File: src/rtl/tfb_norm_pkg.sv
// Shared types and helpers for the TFB residue normalizer.
// Holds the FSM state enum, datapath widths and the shifted-modulus helper.
package tfb_norm_pkg;

    localparam int SUM_W  = 20;
    localparam int RES_W  = 18;
    localparam int QUOT_W = 3;

    typedef enum logic [2:0] {
        IDLE,
        RED2,
        RED1,
        RED0,
        DONE
    } state_t;

    // MODULUS << k, zero-extended to the internal sum width.
    function automatic logic [SUM_W-1:0] shifted_mod(
        input logic [RES_W-1:0] m,
        input logic [1:0]       k
    );
        logic [SUM_W-1:0] ext;
        ext = {2'b00, m};
        return ext << k;
    endfunction

endpackage

File: src/rtl/tfb_cond_sub.sv
// Compare / conditional-subtract step shared by all reduction states.
// Ports: r, m (operands); diff = r - m; take = (r >= m).
module tfb_cond_sub #(
    parameter int W = 20
) (
    input  logic [W-1:0] r,
    input  logic [W-1:0] m,
    output logic [W-1:0] diff,
    output logic         take
);

    logic [W:0] d;

    // One subtractor gives both the difference and, via the borrow,
    // the unsigned compare.
    assign d    = {1'b0, r} - {1'b0, m};
    assign diff = d[W-1:0];
    assign take = ~d[W];

endmodule

File: src/rtl/tfb_residue_normalizer.sv
// Reduces trunc_sum + lut_sum to its canonical residue mod MODULUS
// by 3-step restoring subtraction (4M, 2M, M), valid/ready on both sides.
// Ports: clk, reset (sync, active high), in_valid/in_ready, trunc_sum[18:0],
// lut_sum[17:0], out_valid/out_ready, residue[17:0], quot[2:0].
// quot and the quotient register exist only with TFB_NORM_QUOT_EN defined.
module tfb_residue_normalizer #(
    parameter logic [17:0] MODULUS = 18'd262139,
    parameter int          SUM_W   = 20
) (
    input  logic        clk,
    input  logic        reset,
    input  logic        in_valid,
    output logic        in_ready,
    input  logic [18:0] trunc_sum,
    input  logic [17:0] lut_sum,
    output logic        out_valid,
    input  logic        out_ready,
`ifdef TFB_NORM_QUOT_EN
    output logic [2:0]  quot,
`endif
    output logic [17:0] residue
);

    import tfb_norm_pkg::*;

    if (MODULUS < 18'h20000) begin : g_bad_modulus
        $error("MODULUS must be at least 2^17");
    end

    if (SUM_W != 20) begin : g_bad_sum_w
        $error("SUM_W is fixed at 20 by the input widths");
    end

    state_t           state;
    logic [SUM_W-1:0] r_q;
    logic [1:0]       k_sel;
    logic [SUM_W-1:0] m_sel;
    logic [SUM_W-1:0] diff;
    logic             take;
    logic [SUM_W-1:0] r_nxt;

    // Shift amount for the shared subtractor follows the state.
    always_comb begin
        k_sel = 2'd0;
        unique case (state)
            RED2:    k_sel = 2'd2;
            RED1:    k_sel = 2'd1;
            default: k_sel = 2'd0;
        endcase
    end

    assign m_sel = shifted_mod(MODULUS, k_sel);

    tfb_cond_sub #(
        .W (SUM_W)
    ) u_sub (
        .r    (r_q),
        .m    (m_sel),
        .diff (diff),
        .take (take)
    );

    assign r_nxt = take ? diff : r_q;

    always_ff @(posedge clk) begin
        if (reset) begin
            state     <= IDLE;
            r_q       <= '0;
            in_ready  <= 1'b1;
            out_valid <= 1'b0;
            residue   <= '0;
        end else begin
            unique case (state)
                IDLE: begin
                    if (in_valid && in_ready) begin
                        r_q      <= {1'b0, trunc_sum} + {2'b00, lut_sum};
                        in_ready <= 1'b0;
                        state    <= RED2;
                    end
                end
                RED2: begin
                    r_q   <= r_nxt;
                    state <= RED1;
                end
                RED1: begin
                    r_q   <= r_nxt;
                    state <= RED0;
                end
                RED0: begin
                    r_q       <= r_nxt;
                    residue   <= r_nxt[17:0];
                    out_valid <= 1'b1;
                    state     <= DONE;
                end
                DONE: begin
                    if (out_ready) begin
                        out_valid <= 1'b0;
                        in_ready  <= 1'b1;
                        state     <= IDLE;
                    end
                end
                default: begin
                    state     <= IDLE;
                    in_ready  <= 1'b1;
                    out_valid <= 1'b0;
                end
            endcase
        end
    end

`ifdef TFB_NORM_QUOT_EN
    logic [QUOT_W-1:0] q_q;

    always_ff @(posedge clk) begin
        if (reset) begin
            q_q <= '0;
        end else begin
            unique case (state)
                IDLE:    if (in_valid && in_ready) q_q <= '0;
                RED2:    q_q[2] <= take;
                RED1:    q_q[1] <= take;
                RED0:    q_q[0] <= take;
                default: q_q <= q_q;
            endcase
        end
    end

    assign quot = q_q;
`endif

endmodule
File: config.mk
export PLATFORM = sky130hd
export DESIGN_NAME = tfb_residue_normalizer
export DESIGN_NICKNAME = d
export VERILOG_FILES = /design/src/rtl/tfb_norm_pkg.sv /design/src/rtl/tfb_cond_sub.sv /design/src/rtl/tfb_residue_normalizer.sv
export SDC_FILE = /design/constraint.sdc
export NUM_CORES = 1
export LEC_CHECK = 0
export ABC_AREA = 1
export BUFFER_PORTS_ARGS = -buffer_cell sky130_fd_sc_hd__buf_4
export CAP_MARGIN = 20
export CORE_UTILIZATION = 59
export DETAILED_ROUTE_END_ITERATION = 6
export HOLD_SLACK_MARGIN = 0.06
export PLACE_DENSITY = 0.85
export SYNTH_ARGS = -nofsm -noshare
export SYNTH_HDL_FRONTEND = slang
export SYNTH_HIERARCHICAL = 1
export SYNTH_SLANG_ARGS = --single-unit
File: constraint.sdc
create_clock -name clk -period 3.7 [get_ports clk]
set_input_delay 0.74 -clock clk [delete_from_list [all_inputs] [get_ports clk]]
set_output_delay 0.74 -clock clk [all_outputs]
set_load 0.02 [all_outputs]
# == Word-level counts from Yosys, hierarchy flattened ==
# Index checks and enable logic that the tools add are counted.
# op_classes
n_reduce_logical,10
bitwise,2
muxes,12
shifts,1
n_addsub,2
n_eq_ne,7
# op_table
cell,count
20-bit two-way mux,2
20-bit one-hot mux with 2 select lines,1
20-bit by 20-bit subtractor with 21-bit output,1
19-bit by 18-bit adder with 20-bit output,1
18-bit by 2-bit << shifter with 20-bit output (first input constant),1
3-bit one-hot mux with 5 select lines,1
3-bit by 2-bit equality test with 1-bit output (second input constant),2
3-bit two-way mux,2
2-bit != test (second input constant),3
1-bit one-hot mux with 3 select lines,2
2-bit AND reduction,3
3-bit AND reduction,2
3-bit OR reduction,2
2-bit one-hot mux with 2 select lines,1
3-bit by 1-bit equality test with 1-bit output (second input constant),1
3-bit equality test (second input constant),1
3-bit zero test,1
1-bit two-way mux,3
1-bit inverter,2
2-bit nonzero test,1
1-bit logical AND,1
# word_totals
register_bits,43
word_cells,40
out_inout_bits,20

# == Logic depth before layout (Yosys ltp) ==
# Gate-level depths: netlist of the first run.
# depth
word_depth,6
mapped_depth,23

# == Cells and area by module ==
# Netlist of the first run, hierarchy kept.
# modules_own_cells
mod,seq_area_each_um2,instances,area_per_inst_um2,cells_each
tfb_residue_normalizer,860.8,1,3085.5,468
tfb_cond_sub,0.0,1,1327.5,258

# == Worst setup path before layout of the first run ==
# Ideal clock, no wire load.
# synth_path
path_type,register to register
startpoint,reg state[2]
endpoint,reg r_q[9]
stages_incl_launch_ff,23
arrival_ns,3.009
setup_ns,0.122
setup_slack_ns,0.570
cell_sequence,dfxtp_1 -> inv_1 -> nand2_1 -> nor2_1 -> inv_1 -> ha_1 -> nor2_1 -> inv_1 -> fa_1 -> inv_1 -> nand3_1 -> nand3_1 -> nand2_1 -> nand2_1 -> nand2_1 -> nand2_1 -> nand2_1 -> nand2_1 -> clkbuf_1 -> mux2i_1 -> nor2_1 -> nor2_1 -> a21oi_1
# synth_between
elab_chain_cells,6
# synth_lines
element,line,rtl
from (decl),tfb_residue_normalizer.sv:34,state_t state;
from (signal assigned),tfb_residue_normalizer.sv:67,state <= IDLE;
from (signal assigned),tfb_residue_normalizer.sv:78,state <= RED2;
from (signal assigned),tfb_residue_normalizer.sv:83,state <= RED1;
3-bit by 2-bit equality test with 1-bit output / 3-bit by 1-bit equality test with 1-bit output (equally long branches),tfb_residue_normalizer.sv:45,unique case (state)
2-bit one-hot mux with 2 select lines (*),tfb_residue_normalizer.sv:45,
18-bit by 2-bit << shifter with 20-bit output (*),tfb_norm_pkg.sv:24,return ext << k;
named net m_sel[0],tfb_residue_normalizer.sv:37,logic [SUM_W-1:0] m_sel;
20-bit by 20-bit subtractor with 21-bit output (*),tfb_cond_sub.sv:16,"assign d = {1'b0, r} - {1'b0, m};"
20-bit two-way mux (*),tfb_residue_normalizer.sv:63,assign r_nxt = take ? diff : r_q;
20-bit one-hot mux with 2 select lines (*),tfb_residue_normalizer.sv:73,unique case (state)
to (signal assigned),tfb_residue_normalizer.sv:76,"r_q <= {1'b0, trunc_sum} + {2'b00, lut_sum};"
to (signal assigned),tfb_residue_normalizer.sv:82,r_q <= r_nxt;
to (signal assigned),tfb_residue_normalizer.sv:86,r_q <= r_nxt;
to (decl),tfb_residue_normalizer.sv:35,logic [SUM_W-1:0] r_q;
# The timed path passes the listed nets; every way through them passes the cells marked *. The select of a mux whose other input is x is not followed.
# A chain may end at the register's enable or synchronous reset.

# == Worst setup path after layout of the first run ==
# layout_path
startpoint,reg state[2]
endpoint,reg r_q[15]
# Same word-level chain as after synthesis.

==> results of run 1 <==
==> stage by stage <==
step | setup TNS, ns | hold slack, ns
floorplan | 0 | 0.444
global placement | 0 | 0.453
detailed placement | 0 | 0.455
CTS | 0 | 0.474
global route | -0.0782 | 0.484
finish | 0 | 0.468
==> layer usage <==
layer	up-vias	share of wire (%)	routed length (um)	global-route usage, %
met5	-	0	0	0
met4	0	2.9	337	11.4
met3	32	6.1	703	5.78
met2	189	47	5400	49.2
met1	2159	44	5000	37.0
li1	2456	-	-	-
==> state kept, by name (all words and copies together) (netlist names) <==
signal,count
in_ready,1
out_valid,1
r_q,20
residue,18
state,3
==> path summary, 6_finish.rpt <==
path	end	slack, ns	cells after the start
worst min register to register	residue[0]	0.47	2
worst max-delay path	r_q[15]	0.24	21
worst min-delay path	residue[0]	0.47	2
worst max register to register	r_q[15]	0.24	21
==> report_power, final <==
part / internal, mW / leakage, nW / switching [mW]
Sequential: 0.532 / 0.352 / 0.0677
Combinational: 0.526 / 2.39 / 0.903
Clock: 0.132 / 0.0412 / 0.164
==> cell type report <==
type / instances / area [um2]
inverter: 105 / 394
multi-input combinational: 573 / 3110
clock buffer: 6 / 72.6
fill: 651 / 2190
sequential: 43 / 861
tap: 99 / 124
clock inverter: 2 / 12.5
timing repair buffer: 63 / 485
==> worst max-delay path, delay by kind of cell, from the launching register on <==
family | cells | cell delay [ns]
AO/OA/AOI/OAI | 2 | 0.19
buffers and inverters | 4 | 0.50
flip-flops | 1 | 0.34
adder cells (fa/ha/maj) | 3 | 0.93
multiplexers | 1 | 0.26
AND/OR/NAND/NOR | 11 | 1.12
==> cell families (layout without fill, tap and decap cells) <==
logic type,after synthesis,in the layout
muxes,11,11
adders and majority gates,45,45
other,1,12
xor gates and xnor gates,14,14
and+or+nand+nor,364,364
DFF,43,43
AOI/OAI and AO/OA,127,127
buffers and inverters,121,176
==> timing repair <==
| action | in CTS | in global routing |
|---|---|---|
| gates resized for setup | 0 | 7 |
| endpoints found under the setup margin | 0 | 18 |
| endpoints found under the hold margin | 0 | 0 |
==> cell usage after synthesis, types with 3 or more instances <==
library cell and count:
a211oi_1 11, a21oi_1 77, a21oi_2 3, and2_1 3, buf_2 3, buf_4 4
buf_6 3, clkbuf_1 5, dfxtp_1 43, ha_1 43, inv_1 103, mux2i_1 11
nand2_1 215, nand2_2 12, nand3_1 43, nand3_2 5, nor2_1 63, nor2_2 4
nor3_1 9, o21ai_0 27, or2_2 3, xnor2_1 5, xor2_1 9
==> metrics.cfg, run 1 <==
[run_status]
status=finished clean

[placement]
preCtsSetupSlack_ns=0.185
routabilityCongestion=0.997
portBuffers=60
place_hpwl_um=9200
dp_cells=883
place_area_um2=4960

[grt]
grt_max_degree=31
grt_pass1_vias=4143
grtUsageTotal_pct=29.3
gr-total-overflow=0
antenna_found_initial=0
grt_pass1_wl_um=18100

[clocking]
clkSinkCount=43
htreeDepth=2
clk_pin_slew_ns=0.08
cts_inserted_buffers=5
clockBufferDepth=2
clk_latency_ns=0.29
cts_setup_buffers=0
root_buffer=clkbuf_8
holdBufCountCts=0
cts_tree=built

[detailed_routing]
via_per_inst=5.43
wire_per_inst_um=12.8
drtIter0Drc=399
dr_total_vias=4836
final_antenna_net_count=0
routed_wl_um=11400
post-route-drc-count=0
first_pass_iters=7

[logic_synthesis]
synth.area.top_cells=dfxtp_1, nand2_1, ha_1
synthSimpleGateAreaFrac_pct=35.0
synth.ff_latch_count=43
synth-edff-count=0
synth.area.mux_share_pct=2.50
ys.flop_type=dfxtp_1
synth_top_family_by_area=simple AND/OR/NAND/NOR gates
synth_fa_ha_area_share_pct=13.1
syn_avg_cell_area_um2=6.08
yosysTopAreaCell=dfxtp_1
synth_xor_area_share_pct=2.78
synth.cell_area_um2=4410
syn_inst=726
ys_async_sr_fraction_pct=0
yosysSeqAreaShare_pct=19.5
yosysTopAreaCellShare_pct=19.5
synth_cell_types=38
synth_warnings=6
synth_compound_area_share_pct=15.7

[power]
power.total_mw=2.32
p_leak_nw=2.78
power.density_nw_per_um2=459
irDropWorstVdd_mv=0.280

[setup_path]
r2r-start=state[2]
worstPathArrival_ns=3.63
startpoint=state[2]
cp_data_required_time_ns=3.87
critical_path.slowest_cell=fa_1
startpoint_type=flip-flop
path_common_cell=nand2_1
slowest_delay_ns=0.41
cp_max_fo=20
critical_path_class=reg2reg
endpoint_kind=flip-flop
crit_chain=inv_2 > nand2_1 > nor2_2 > inv_1 > ha_1 > ha_1 > fa_1 > inv_1 > nand3_1 > nand3_1 > nand2_1 > nand2_1 > nand2_1 > nand2_1 > nand2_1 > nand2_1 > buf_12 > mux2i_2 > a21oi_1 > nand2_1 > a21oi_1

[sta]
max_freq_mhz=289
setup_slack_ns=0.239
setup_viol=0
fin_crit_sh_pct=93.6
period_minus_slack_ns=3.46
finalMaxSlewViolations=0
clock_skew_ns=0.00666
hold_violations=0

[floorplan]
core_area_um2=7250
die_y_um=88.5
die-area_um2=7830
io_pins=61
row_count=31
die_w_um=88.5
start_util_pct=60.8

[layout]
drive_above_1_share_pct=13.8
fin_util_pct=69.8
layout.cells.non_filler=891
antenna_cells=0
area_delta_synth_final_pct=14.7
final_cell_mix=nand2_1, inv_1, a21oi_1
layout_commonest_cell=nand2_1
fin_area_um2=5060
nets=877

[worst_hold_path]
hold_start=residue[0]
min-delay-path-class=reg2reg

[job]
max-cap-violations=0

(Power assumes the default switching activity.)
==> run 2: changes to the inputs <==
Settings changed: CORE_UTILIZATION 59 to 40, PLACE_DENSITY 0.85 to 0.62.
==> metrics.cfg, run 2 (synthesis gave the netlist of run 1 again) <==
[sta]
whs_ns=0.471
finalMaxSlewViolations=0
finalSetupTns_ns=0
setup_viol=0
period_minus_slack_ns=3.39
hold_violations=0
max_freq_mhz=295
clock_skew_ns=0.0104
fin_crit_sh_pct=91.5

[layout]
area_delta_synth_final_pct=16.8
final_cell_mix=nand2_1, inv_1, a21oi_1
top_register=r_q
layout.cells.non_filler=929
antenna_cells=0
drive_above_1_share_pct=14.2
fin_util_pct=49.0
nets=878
largest_reg_flops=20
layout_commonest_cell=nand2_1
reg_top3=r_q: 20 flops, residue: 18 flops, state: 3 flops

[placement]
place_hpwl_um=9860
dp_cells=920
routabilityCongestion=0.880
portBuffers=60

[clocking]
root_buffer=clkbuf_8
clk_pin_slew_ns=0.09
clockBufferDepth=2
cts_resized=0
cts_tree=built
cts_inserted_buffers=5
cts_setup_buffers=0
htreeDepth=2
clkSinkCount=43
clk_latency_ns=0.31
holdBufCountCts=0

[power]
p_leak_nw=2.79
irDropWorstVdd_mv=0.219
power.density_nw_per_um2=462
power.total_mw=2.38

[floorplan]
die-area_um2=11500
io_pins=61
die_y_um=107
row_count=37
core_area_um2=10500
die_w_um=107
start_util_pct=42.0

[grt]
grtUsageTotal_pct=22.1
grt_max_degree=31
gr-total-overflow=0
grt_pass1_vias=4343
antenna_found_initial=0
grt_pass1_wl_um=20300

[worst_hold_path]
hold_depth=2
min-delay-path-class=reg2reg
worstHoldEndpoint=residue[3]
hold_start=residue[3]

[detailed_routing]
dr_total_vias=4686
drtIter0Drc=190
final_antenna_net_count=0
wire_per_inst_um=12.9
first_pass_iters=4
post-route-drc-count=0
via_per_inst=5.04
routed_wl_um=12000

[run_status]
status=finished clean

[setup_path]
critical_path_class=reg2reg
cp_max_fo=10
r2r-start=state[2]
reg2reg_slack_ns=0.31
worstPathArrival_ns=3.57
r2r_cells=22
endpoint_kind=flip-flop
r2r_end=r_q[13]
startpoint_type=flip-flop
cp_data_required_time_ns=3.88

[job]
max-cap-violations=0

==> run 2: layout make-up <==
type / count / area (um2)
Clock inverter: 3 / 20.0
Fill cell: 1099 / 5360
Tap cell: 136 / 170
Inverter: 105 / 394
Sequential cell: 43 / 861
Multi-Input combinational cell: 573 / 3130
Clock buffer: 5 / 68.8
Timing Repair Buffer: 64 / 510
==> run 2: worst max-delay path by stage <==
| stage | slack, ns | start | end |
|---|---|---|---|
| after global placement | 0.43 | state[2] | r_q[17] |
| final | 0.31 | state[2] | r_q[13] |
| after floorplan | 0.57 | state[2] | r_q[9] |
| after global routing | -0.01 | state[2] | r_q[13] |
| after detailed placement | 0.16 | state[2] | r_q[18] |
| after CTS | 0.15 | state[2] | r_q[18] |
==> run 2: per-stage QoR <==
stage	area [um2]	worst slack [ns]
floorplan	4450	0.570
global placement	5000	0.428
detailed placement	5000	0.165
CTS	5090	0.145
global route	5150	-0.0116
finish	5150	0.314
==> run 2: critical path, cell delays in order, from the launching register on <==
cell and delay [ns]:
dfxtp_1 0.35, inv_2 0.10, nand2_1 0.12, nor2_4 0.12
inv_1 0.08, ha_1 0.26, nor2_1 0.16, inv_1 0.10
fa_1 0.44, inv_1 0.11, nand3_1 0.08, nand3_1 0.12
nand2_1 0.06, nand2_1 0.12, nand2_1 0.09, nand2_1 0.08
nand2_1 0.06, nand2_2 0.15, buf_12 0.17, mux2i_2 0.24
a21oi_1 0.09, nand2_1 0.09, a21oi_1 0.07
==> run 2: power by group <==
group	internal (mW)	switching [mW]	leakage [nW]
Combinational	0.564	0.912	2.40
Clock	0.132	0.175	0.0402
Sequential	0.532	0.0665	0.352
==> run 2: metal layers <==
metal	routed length, um	global-route usage (%)
met1	5770	29.8
met2	5460	36.3
met3	548	3.83
met4	247	5.77
met5	0	0
